File: config.mk
export PLATFORM = sky130hd
export DESIGN_NAME = rs_issue_sched
export DESIGN_NICKNAME = d
export VERILOG_FILES = /design/src/rtl/tomasulo_pkg.sv /design/src/rtl/rr_arbiter.sv /design/src/rtl/rs_issue_sched.sv
export SDC_FILE = /design/constraint.sdc
export NUM_CORES = 1
export LEC_CHECK = 0
export ABC_AREA = 1
export CORE_UTILIZATION = 41
export CTS_CLUSTER_DIAMETER = 80
export DETAILED_ROUTE_END_ITERATION = 8
export GPL_TIMING_DRIVEN = 0
export PLACE_DENSITY = 0.68
export SLEW_MARGIN = 0
export SYNTH_ARGS = -nofsm -noshare
export SYNTH_HDL_FRONTEND = slang
export SYNTH_SLANG_ARGS = --single-unit
File: constraint.sdc
create_clock -name clk1 -period 3.2 [get_ports clk1]
set_clock_uncertainty 0.1 [all_clocks]
set_input_delay 0.32 -clock clk1 [delete_from_list [all_inputs] [get_ports clk1]]
set_output_delay 0.32 -clock clk1 [all_outputs]
set_load 0.01 [all_outputs]
File: src/rtl/tomasulo_pkg.sv
// Shared definitions for the reservation-station scheduler: opcode encodings and the RS entry layout.
// The entry struct is sized from the RS_* widths below; rs_issue_sched takes its width defaults from them.
package tomasulo_pkg;

    localparam int RS_TAG_W  = 3;
    localparam int RS_DATA_W = 16;
    localparam int RS_FUNC_W = 4;

    typedef enum logic [RS_FUNC_W-1:0] {
        FUNC_ADD = 4'b0000,
        FUNC_SUB = 4'b0001,
        FUNC_MUL = 4'b0010,
        FUNC_DIV = 4'b0011,
        FUNC_LD  = 4'b0100,
        FUNC_ST  = 4'b0101,
        FUNC_BEQ = 4'b0110,
        FUNC_BNE = 4'b0111
    } func_e;

    // While an operand is pending, the low RS_TAG_W bits of v1/v2 hold the producer tag.
    typedef struct packed {
        logic                 busy;
        logic [RS_FUNC_W-1:0] func;
        logic                 q1_rdy;
        logic [RS_DATA_W-1:0] v1;
        logic                 q2_rdy;
        logic [RS_DATA_W-1:0] v2;
        logic [RS_TAG_W-1:0]  rob;
    } rs_entry_t;

endpackage

File: src/rtl/rr_arbiter.sv
// Round-robin arbiter: grants the first requester at or after i_ptr, wrapping modulo DEPTH.
module rr_arbiter #(
    parameter int DEPTH = 4
) (
    input  logic [DEPTH-1:0]         i_req,
    input  logic [$clog2(DEPTH)-1:0] i_ptr,
    output logic [DEPTH-1:0]         o_grant
);

    localparam int IDX_W = $clog2(DEPTH);

    logic             w_found;
    logic [IDX_W-1:0] w_idx;

    // DEPTH is a power of two, so the index wraps naturally in IDX_W bits.
    always_comb begin
        o_grant = '0;
        w_found = 1'b0;
        w_idx   = '0;
        for (int k = 0; k < DEPTH; k++) begin
            w_idx = i_ptr + IDX_W'(k);
            if (!w_found && i_req[w_idx]) begin
                o_grant[w_idx] = 1'b1;
                w_found        = 1'b1;
            end
        end
    end

endmodule

File: src/rtl/rs_issue_sched.sv
// Reservation-station bank controller: allocation, CDB wakeup, round-robin select, registered dispatch.
// Optional macro RS_ALLOC_BYPASS_EN lets an allocating operand capture a same-cycle CDB broadcast.
module rs_issue_sched
    import tomasulo_pkg::*;
#(
    parameter int DEPTH  = 4,
    parameter int TAG_W  = RS_TAG_W,
    parameter int DATA_W = RS_DATA_W,
    parameter int FUNC_W = RS_FUNC_W
) (
    input  logic                     clk1,
    input  logic                     rst_n,
    input  logic                     flush,
    input  logic                     alloc_valid,
    output logic                     alloc_ready,
    input  logic [FUNC_W-1:0]        alloc_func,
    input  logic                     alloc_rs1_b,
    input  logic [DATA_W-1:0]        alloc_rs1,
    input  logic                     alloc_rs2_b,
    input  logic [DATA_W-1:0]        alloc_rs2,
    input  logic [TAG_W-1:0]         alloc_rob,
    input  logic                     cdb_valid,
    input  logic [TAG_W-1:0]         cdb_tag,
    input  logic [DATA_W-1:0]        cdb_data,
    output logic                     disp_valid,
    input  logic                     disp_ready,
    output logic [FUNC_W-1:0]        disp_func,
    output logic [DATA_W-1:0]        disp_op1,
    output logic [DATA_W-1:0]        disp_op2,
    output logic [TAG_W-1:0]         disp_rob,
    output logic [$clog2(DEPTH):0]   occupancy
);

    localparam int IDX_W = $clog2(DEPTH);
    localparam int CNT_W = IDX_W + 1;

    rs_entry_t         r_ent [DEPTH];
    logic [IDX_W-1:0]  r_rr_ptr;
    logic [IDX_W-1:0]  r_disp_idx;
    logic              r_disp_valid;
    logic [FUNC_W-1:0] r_disp_func;
    logic [DATA_W-1:0] r_disp_op1;
    logic [DATA_W-1:0] r_disp_op2;
    logic [TAG_W-1:0]  r_disp_rob;

    logic [CNT_W-1:0]  w_occ;
    logic              w_alloc_fire;
    logic [IDX_W-1:0]  w_free_idx;
    logic              w_xfer;
    logic              w_sel_en;
    logic [DEPTH-1:0]  w_req;
    logic [DEPTH-1:0]  w_grant;
    logic              w_gnt_any;
    logic [IDX_W-1:0]  w_gnt_idx;
    logic [IDX_W-1:0]  w_arb_ptr;
    logic              w_byp1;
    logic              w_byp2;
    rs_entry_t         w_new;

    always_comb begin
        w_occ      = '0;
        w_free_idx = '0;
        for (int i = 0; i < DEPTH; i++) begin
            w_occ = w_occ + CNT_W'(r_ent[i].busy);
        end
        for (int i = DEPTH - 1; i >= 0; i--) begin
            if (!r_ent[i].busy) begin
                w_free_idx = IDX_W'(i);
            end
        end
    end

    assign alloc_ready  = (w_occ < CNT_W'(DEPTH));
    assign w_alloc_fire = alloc_valid & alloc_ready;
    assign w_xfer       = r_disp_valid & disp_ready;
    assign w_sel_en     = !r_disp_valid | disp_ready;
    assign w_arb_ptr    = w_xfer ? (r_disp_idx + IDX_W'(1)) : r_rr_ptr;

`ifdef RS_ALLOC_BYPASS_EN
    assign w_byp1 = cdb_valid && !alloc_rs1_b && (alloc_rs1[TAG_W-1:0] == cdb_tag);
    assign w_byp2 = cdb_valid && !alloc_rs2_b && (alloc_rs2[TAG_W-1:0] == cdb_tag);
`else
    assign w_byp1 = 1'b0;
    assign w_byp2 = 1'b0;
`endif

    always_comb begin
        w_new        = '0;
        w_new.busy   = 1'b1;
        w_new.func   = alloc_func;
        w_new.q1_rdy = alloc_rs1_b | w_byp1;
        w_new.v1     = w_byp1 ? cdb_data : alloc_rs1;
        w_new.q2_rdy = alloc_rs2_b | w_byp2;
        w_new.v2     = w_byp2 ? cdb_data : alloc_rs2;
        w_new.rob    = alloc_rob;
    end

    // The entry already sitting in the output stage must not be picked a second time.
    always_comb begin
        w_req = '0;
        for (int i = 0; i < DEPTH; i++) begin
            w_req[i] = r_ent[i].busy & r_ent[i].q1_rdy & r_ent[i].q2_rdy &
                       !(r_disp_valid && (r_disp_idx == IDX_W'(i)));
        end
    end

    rr_arbiter #(
        .DEPTH (DEPTH)
    ) u_rr_arbiter (
        .i_req   (w_req),
        .i_ptr   (w_arb_ptr),
        .o_grant (w_grant)
    );

    always_comb begin
        w_gnt_idx = '0;
        for (int i = 0; i < DEPTH; i++) begin
            if (w_grant[i]) begin
                w_gnt_idx = IDX_W'(i);
            end
        end
    end

    assign w_gnt_any = |w_grant;

    // Allocation only targets free entries, so it never collides with dispatch or wakeup.
    always_ff @(posedge clk1 or negedge rst_n) begin
        if (!rst_n) begin
            for (int i = 0; i < DEPTH; i++) begin
                r_ent[i] <= '0;
            end
        end else if (flush) begin
            for (int i = 0; i < DEPTH; i++) begin
                r_ent[i] <= '0;
            end
        end else begin
            for (int i = 0; i < DEPTH; i++) begin
                if (w_alloc_fire && (w_free_idx == IDX_W'(i))) begin
                    r_ent[i] <= w_new;
                end else if (w_xfer && (r_disp_idx == IDX_W'(i))) begin
                    r_ent[i].busy <= 1'b0;
                end else if (r_ent[i].busy && cdb_valid) begin
                    if (!r_ent[i].q1_rdy && (r_ent[i].v1[TAG_W-1:0] == cdb_tag)) begin
                        r_ent[i].q1_rdy <= 1'b1;
                        r_ent[i].v1     <= cdb_data;
                    end
                    if (!r_ent[i].q2_rdy && (r_ent[i].v2[TAG_W-1:0] == cdb_tag)) begin
                        r_ent[i].q2_rdy <= 1'b1;
                        r_ent[i].v2     <= cdb_data;
                    end
                end
            end
        end
    end

    always_ff @(posedge clk1 or negedge rst_n) begin
        if (!rst_n) begin
            r_disp_valid <= 1'b0;
            r_disp_idx   <= '0;
            r_disp_func  <= '0;
            r_disp_op1   <= '0;
            r_disp_op2   <= '0;
            r_disp_rob   <= '0;
            r_rr_ptr     <= '0;
        end else if (flush) begin
            r_disp_valid <= 1'b0;
            r_disp_idx   <= '0;
            r_disp_func  <= '0;
            r_disp_op1   <= '0;
            r_disp_op2   <= '0;
            r_disp_rob   <= '0;
            r_rr_ptr     <= '0;
        end else begin
            if (w_xfer) begin
                r_rr_ptr <= r_disp_idx + IDX_W'(1);
            end
            if (w_sel_en) begin
                r_disp_valid <= w_gnt_any;
                if (w_gnt_any) begin
                    r_disp_idx  <= w_gnt_idx;
                    r_disp_func <= r_ent[w_gnt_idx].func;
                    r_disp_op1  <= r_ent[w_gnt_idx].v1;
                    r_disp_op2  <= r_ent[w_gnt_idx].v2;
                    r_disp_rob  <= r_ent[w_gnt_idx].rob;
                end
            end
        end
    end

    assign disp_valid = r_disp_valid;
    assign disp_func  = r_disp_func;
    assign disp_op1   = r_disp_op1;
    assign disp_op2   = r_disp_op2;
    assign disp_rob   = r_disp_rob;
    assign occupancy  = w_occ;

endmodule

# Word level (Yosys, flattened, before mapping)
# Index checks and enable logic that the tools add are counted.
[totals]
regBits = 212
wordCells = 259
[op_classes]
add_sub_neg = 7
n_lt_le_gt_ge = 10
n_eq_ne = 18
mux = 89
bitwise_logic = 19
reduce_logical = 81
[op_table]
columns = ["operator", "count"]
rows = [
  ["2-to-1 mux 34 bit", 12],
  ["2-to-1 mux 168 bit", 1],
  ["2-to-1 mux 17 bit", 8],
  ["2-to-1 mux 16 bit", 6],
  ["binary-select mux 42 bit (select 2 bit)", 1],
  ["2-to-1 mux 41 bit", 2],
  ["nonzero test 3 bit", 16],
  ["2-to-1 mux 4 bit", 11],
  ["logical AND 1 bit", 31],
  ["equality test 3 bit", 8],
  ["AND reduction 3 bit", 8],
  ["2-to-1 mux 1 bit", 22],
  ["2-to-1 mux 2 bit", 11],
  ["2-to-1 mux 3 bit", 7],
  ["logical NOT 1 bit", 16],
  ["AND 1 bit", 14],
  ["less-than comparator 2 x 3 -> 1 bit (second input constant)", 4],
  ["inequality test 3 bit (second input constant)", 4],
  ["bitwise OR 4 bit", 3],
  ["nonzero test 2 bit", 6],
  ["binary-select mux 1 bit (select 2 bit)", 4],
  ["demux 1 bit (select 2 bit)", 4],
  ["equality test 2 bit (second input constant)", 4],
  ["greater-or-equal comparator 2 x 1 -> 1 bit (second input constant)", 4],
  ["13 further kinds", 17],
]

# Logic depth before layout (Yosys ltp)
# Gate-level depths: netlist (run 1).
[depth]
word_depth = 26
ltp_mapped = 22
ltp_nobuf = 21

# Modules after synthesis
# From an unflattened synthesis (run 1), not the netlist that was laid out.
[hier_totals]
cells_unflattened = 1813
hier_area_um2 = 12308.1
[by_module_without_submodules]
columns = ["mod", "instances", "cells_each", "area_per_inst_um2", "seq_area_each_um2"]
rows = [
  ["rs_issue_sched", 1, 1740, 11908.9, 5305.1],
  ["rr_arbiter", 1, 73, 399.1, 0.0],
]

# Worst setup path before layout (run 1)
# No wires, ideal clock.
[synth_timing]
path_type = "reg-to-reg"
from = "reg r_ent[41] (netlist bit)"
to = "reg r_ent[149] (netlist bit)"
setup_time_ns = 0.130
arrival_time_ns = 2.672
required_ns = 2.970
setup_slack_ns = 0.298
stages_incl_launch_ff = 15
n_path_buf = 1
synth_period_minus_slack_ns = 2.902
cell_sequence = "dfrtp_1 fa_1 ha_1 ha_1 inv_1 nand2_1 a21oi_1 inv_1 nor3_1 nor2_1 nand2_1 clkinv_1 clkbuf_1 nand2_1 o21ai_0"
[synth_via]
word_cells_on_any_way = 15
[synth_lines]
columns = ["item", "line", "source"]
rows = [
  ["start: declaration", "rs_issue_sched.sv:37", "rs_entry_t r_ent [DEPTH];"],
  ["start signal: indexed assignment", "rs_issue_sched.sv:139", "r_ent[i] <= w_new;"],
  ["adder 3 x 1 -> 3 bit *", "rs_issue_sched.sv:64", "w_occ = w_occ + CNT_W'(r_ent[i].busy);"],
  ["named net occupancy[2]", "rs_issue_sched.sv:31", "output logic [$clog2(DEPTH):0] occupancy"],
  ["less-than comparator 3 bit *", "rs_issue_sched.sv:73", "assign alloc_ready = (w_occ < CNT_W'(DEPTH));"],
  ["named net alloc_ready", "rs_issue_sched.sv:15", "output logic alloc_ready,"],
  ["AND 1 bit *", "rs_issue_sched.sv:74", "assign w_alloc_fire = alloc_valid & alloc_ready;"],
  ["logical AND 1 bit *", "rs_issue_sched.sv:138", "if (w_alloc_fire && (w_free_idx == IDX_W'(i))) begin"],
  ["inequality test 3 bit (no source line) (tied with other cells)", "--", ""],
  ["AND reduction 3 bit (no source line) / 2-to-1 mux 168 bit (equally long branches)", "--", ""],
]
# The timed path passes the listed nets; every way through them passes the cells marked *.
# A chain may end at the register's enable or synchronous reset.

# Worst setup path after layout (run 1)
[layout_timing]
from = "reg r_ent[83] (netlist bit)"
to = "reg r_ent[137] (netlist bit)"
[layout_via]
elab_chain_len = 7
word_cells_on_any_way = 15
[layout_rtl]
columns = ["item", "line"]
rows = [
  ["adder 2 x 1 -> 3 bit / 2-to-1 mux 2 bit (equally long branches)", "rs_issue_sched.sv:64, rs_issue_sched.sv:67"],
  ["adder 3 x 1 -> 3 bit / 2-to-1 mux 2 bit (equally long branches)", "rs_issue_sched.sv:64, rs_issue_sched.sv:67"],
  ["less-than comparator 3 bit / 2-to-1 mux 2 bit (equally long branches)", "rs_issue_sched.sv:73, rs_issue_sched.sv:67"],
  ["AND 1 bit / logical NOT 2 bit (equally long branches)", "rs_issue_sched.sv:74, rs_issue_sched.sv:138"],
  ["logical AND 1 bit *", "rs_issue_sched.sv:138"],
  ["inequality test 3 bit (no source line) (tied with other cells)", "--"],
  ["AND reduction 3 bit (no source line) / 2-to-1 mux 168 bit (equally long branches)", "--"],
]
# Every way passes the cells marked *; elsewhere a longest branch is shown, timed or not.

==> results of run 1 <==
final cells by class:
cell class,count,area [um^2]
Fill cell,2691,13600
Clock inverter,7,135
Timing Repair Buffer,122,1230
Antenna cell,1,2.50
Inverter,208,791
Buffer,106,628
Clock buffer,37,711
Tap cell,384,480
Sequential cell,212,5310
Multi-Input combinational cell,1081,5700
routing by layer:
layer	vias to the layer above	GRT usage	share of wire
met3	127	0.0660	0.091
li1	5587	-	-
met1	5743	0.418	0.43
met5	-	0	0
met2	632	0.468	0.44
met4	0	0.122	0.042
sequential cells by signal, summed over array words and instances (netlist names):
name / count
r_ent: 168
disp_rob: 3
disp_op2: 16
disp_valid: 1
disp_func: 4
r_rr_ptr: 2
disp_op1: 16
r_disp_idx: 2
worst max-delay path by stage:
stage	from	to	slack (ps)
after floorplan	r_ent[41]	r_ent[149]	300
after global routing	r_disp_idx[1]	disp_op1[15]	-7
after CTS	r_ent[41]	r_ent[24]	-2
after detailed placement	r_ent[41]	r_ent[33]	-830
after global placement	rst_n	r_rr_ptr[1]	-7530
final	r_ent[83]	r_ent[137]	120
worst max-delay path, stage by stage, from the launching register on:
cell      delay [ps]
dfrtp_2          460
fa_1             470
ha_1             200
ha_1             210
inv_1             70
nand2_1           80
a21oi_1          120
inv_1            110
nor3_4           250
nor2_2           140
nand2_4          260
clkbuf_4         300
o211ai_1         160
nand2_1           90
power breakdown:
group | leakage, nW | internal [mW] | total (mW) | switching, mW
registers | 2.80 | 3.05 | 3.24 | 0.192
logic | 4.07 | 1.91 | 5.37 | 3.46
clock network | 0.415 | 1.85 | 3.01 | 1.17
Yosys cell counts:
library cell  instances
nor2_1              130
o211ai_1             20
dfrtp_1             212
ha_1                 15
nand2_4               2
clkinv_1             12
nor2_8                1
nor3_1                2
o21ai_0             160
o21ai_1               1
o21ai_2               1
nand4_1               6
nand3b_2              1
nand3_2               1
o2111ai_1            96
buf_4                 7
inv_1               192
inv_2                 4
o221a_2               7
xnor2_1               7
fa_1                  1
buf_1                 1
nand2_1             455
nand3b_1              1
buf_2                25
nor2_2                2
nand3_1             123
xor2_1                1
buf_6                 2
a211oi_1              1
a21oi_1              34
clkbuf_1             72
a31oi_1               2
o22ai_1               6
nand2_2               4
a2111oi_0             1
kinds of logic after synthesis:
logic type,synth area share
buffers and inverters,0.105
and+or+nand+nor,0.249
adders and majority gates,0.0174
AOI/OAI and AO/OA,0.178
xor gates and xnor gates,0.00588
DFF,0.445
repair_timing:
item,4_1_cts,5_1_grt
pin swaps,3,5
setup buffers,6,6
hold buffers,1,0
gates resized for setup,77,127
setup endpoints to repair,192,180
hold endpoints to repair,59,0
==> impl_metrics.py, run 1 <==
metrics = {
    "drt": {
        "route.detailed.drc": 0,
        "first_iter_violations": 1384,
        "ant_nets": 0,
        "wl_per_cell_um": 21.1,
        "dr_total_vias": 12100,
        "wl_um": 45600,
        "dr.pass1.iters": 5,
        "vias_per_cell": 5.60,
    },
    "final_layout": {
        "final_cells": 2158,
        "layout.nets": 1838,
        "area_growth_syn_to_layout_pct": 25.7,
        "final_common_cell": "nand2_1",
        "final_cell_mix": "nand2_1 (445), dfrtp_1 (208), inv_1 (189), o21ai_0 (154), nor2_1 (126)",
        "finalCoreUtilization": 0.524,
        "postLayoutCellArea_um2": 15000,
        "drive_gt1_frac": 0.116,
    },
    "global_routing": {
        "grt_max_degree": 81,
        "gr-usage-all-layers": 0.305,
        "antenna_found_initial": 1,
        "grt_pass1_vias": 11600,
        "grt_remaining_overflow": 0,
        "grt_pass1_wl_um": 69100,
    },
    "job": {
        "drv_cap": 0,
    },
    "sta": {
        "layout_min_cycle_time_ps": 3080,
        "worst_pin_slew_ps": 1010,
        "finalCritPeriodShare": 0.963,
        "slew_viol_final": 0,
        "setup_violations": 0,
        "finalHoldViolCount": 0,
        "slew_headroom": 0.325,
        "fin_ws_ps": 117,
        "whs_ps": 219,
        "fmaxAchievable_ghz": 0.324,
        "rsz0062_at_grt": "true",
        "setup_tns_ps": 0,
    },
    "clock_network": {
        "clockRootBuffer": "clkbuf_16",
        "htree_levels": 1,
        "cts.sinks": 212,
        "cts_tree": "done",
        "cts_made_buffers": 25,
        "clkSlewWorstSetupHoldPaths_ps": 60,
        "clk_latency_ps": 530,
        "clk_path_buf_depth": 3,
    },
    "setup_path": {
        "r2r_start": "r_ent[83]",
        "cp_max_fo": 10,
        "arrival_ps": 3440,
        "reg2regPathDepth": 13,
        "worstPathRequired_ps": 3560,
        "cp-end-kind": "flip-flop",
        "critical_path_class": "reg -> reg",
        "r2r_slack_ps": 120,
        "rr_endpoint": "r_ent[137]",
        "startpoint_type": "flip-flop",
    },
    "synth": {
        "yosys_warnings": 0,
        "avgSynthCellArea_um2": 7.42,
        "synth_area_um2": 11900,
        "ys_seq_area_frac": 0.445,
        "yosysTopAreaCell": "dfrtp_1",
        "syn-num-nets": 1690,
        "netlist_instances": 1608,
        "synth.distinct_cells": 36,
        "synth_area_leaders": "dfrtp_1 (44%), nand2_1 (14%), o2111ai_1 (7.0%), o21ai_0 (6.7%), inv_1 (6.0%)",
        "yosysTopAreaCellShare": 0.445,
        "yosys_register_bits": 212,
    },
    "placement": {
        "hpwl_um": 33400,
        "dpl.cell_count": 2101,
        "finalWeightedCongestion": 1.02,
        "port_buffers": 107,
        "placed_cell_area_um2": 13500,
        "place_ws_ps": -827,
    },
    "power_and_ir_drop": {
        "p_leak_nw": 7.28,
        "power.density_nw_per_um2": 775,
        "total_power_mw": 11.6,
        "irDropWorstVdd_mv": 0.466,
    },
    "floorplanning": {
        "coreArea_um2": 28600,
        "dieArea_um2": 29800,
        "die_h_um": 173,
        "io_pins": 110,
        "row_count": 62,
        "start_util": 0.417,
        "dieWidth_um": 173,
    },
    "status": {
        "outcome": "completed",
    },
    "min_path": {
        "hold_path.class": "in -> async",
    },
}
Power figures use the tool's default switching activity.
==> run 2, diff against run 1 <==
CAP_MARGIN = 0   (was unset)
==> results of run 2 <==
The final DEF is identical to that of run 1; final timing and power are the same.
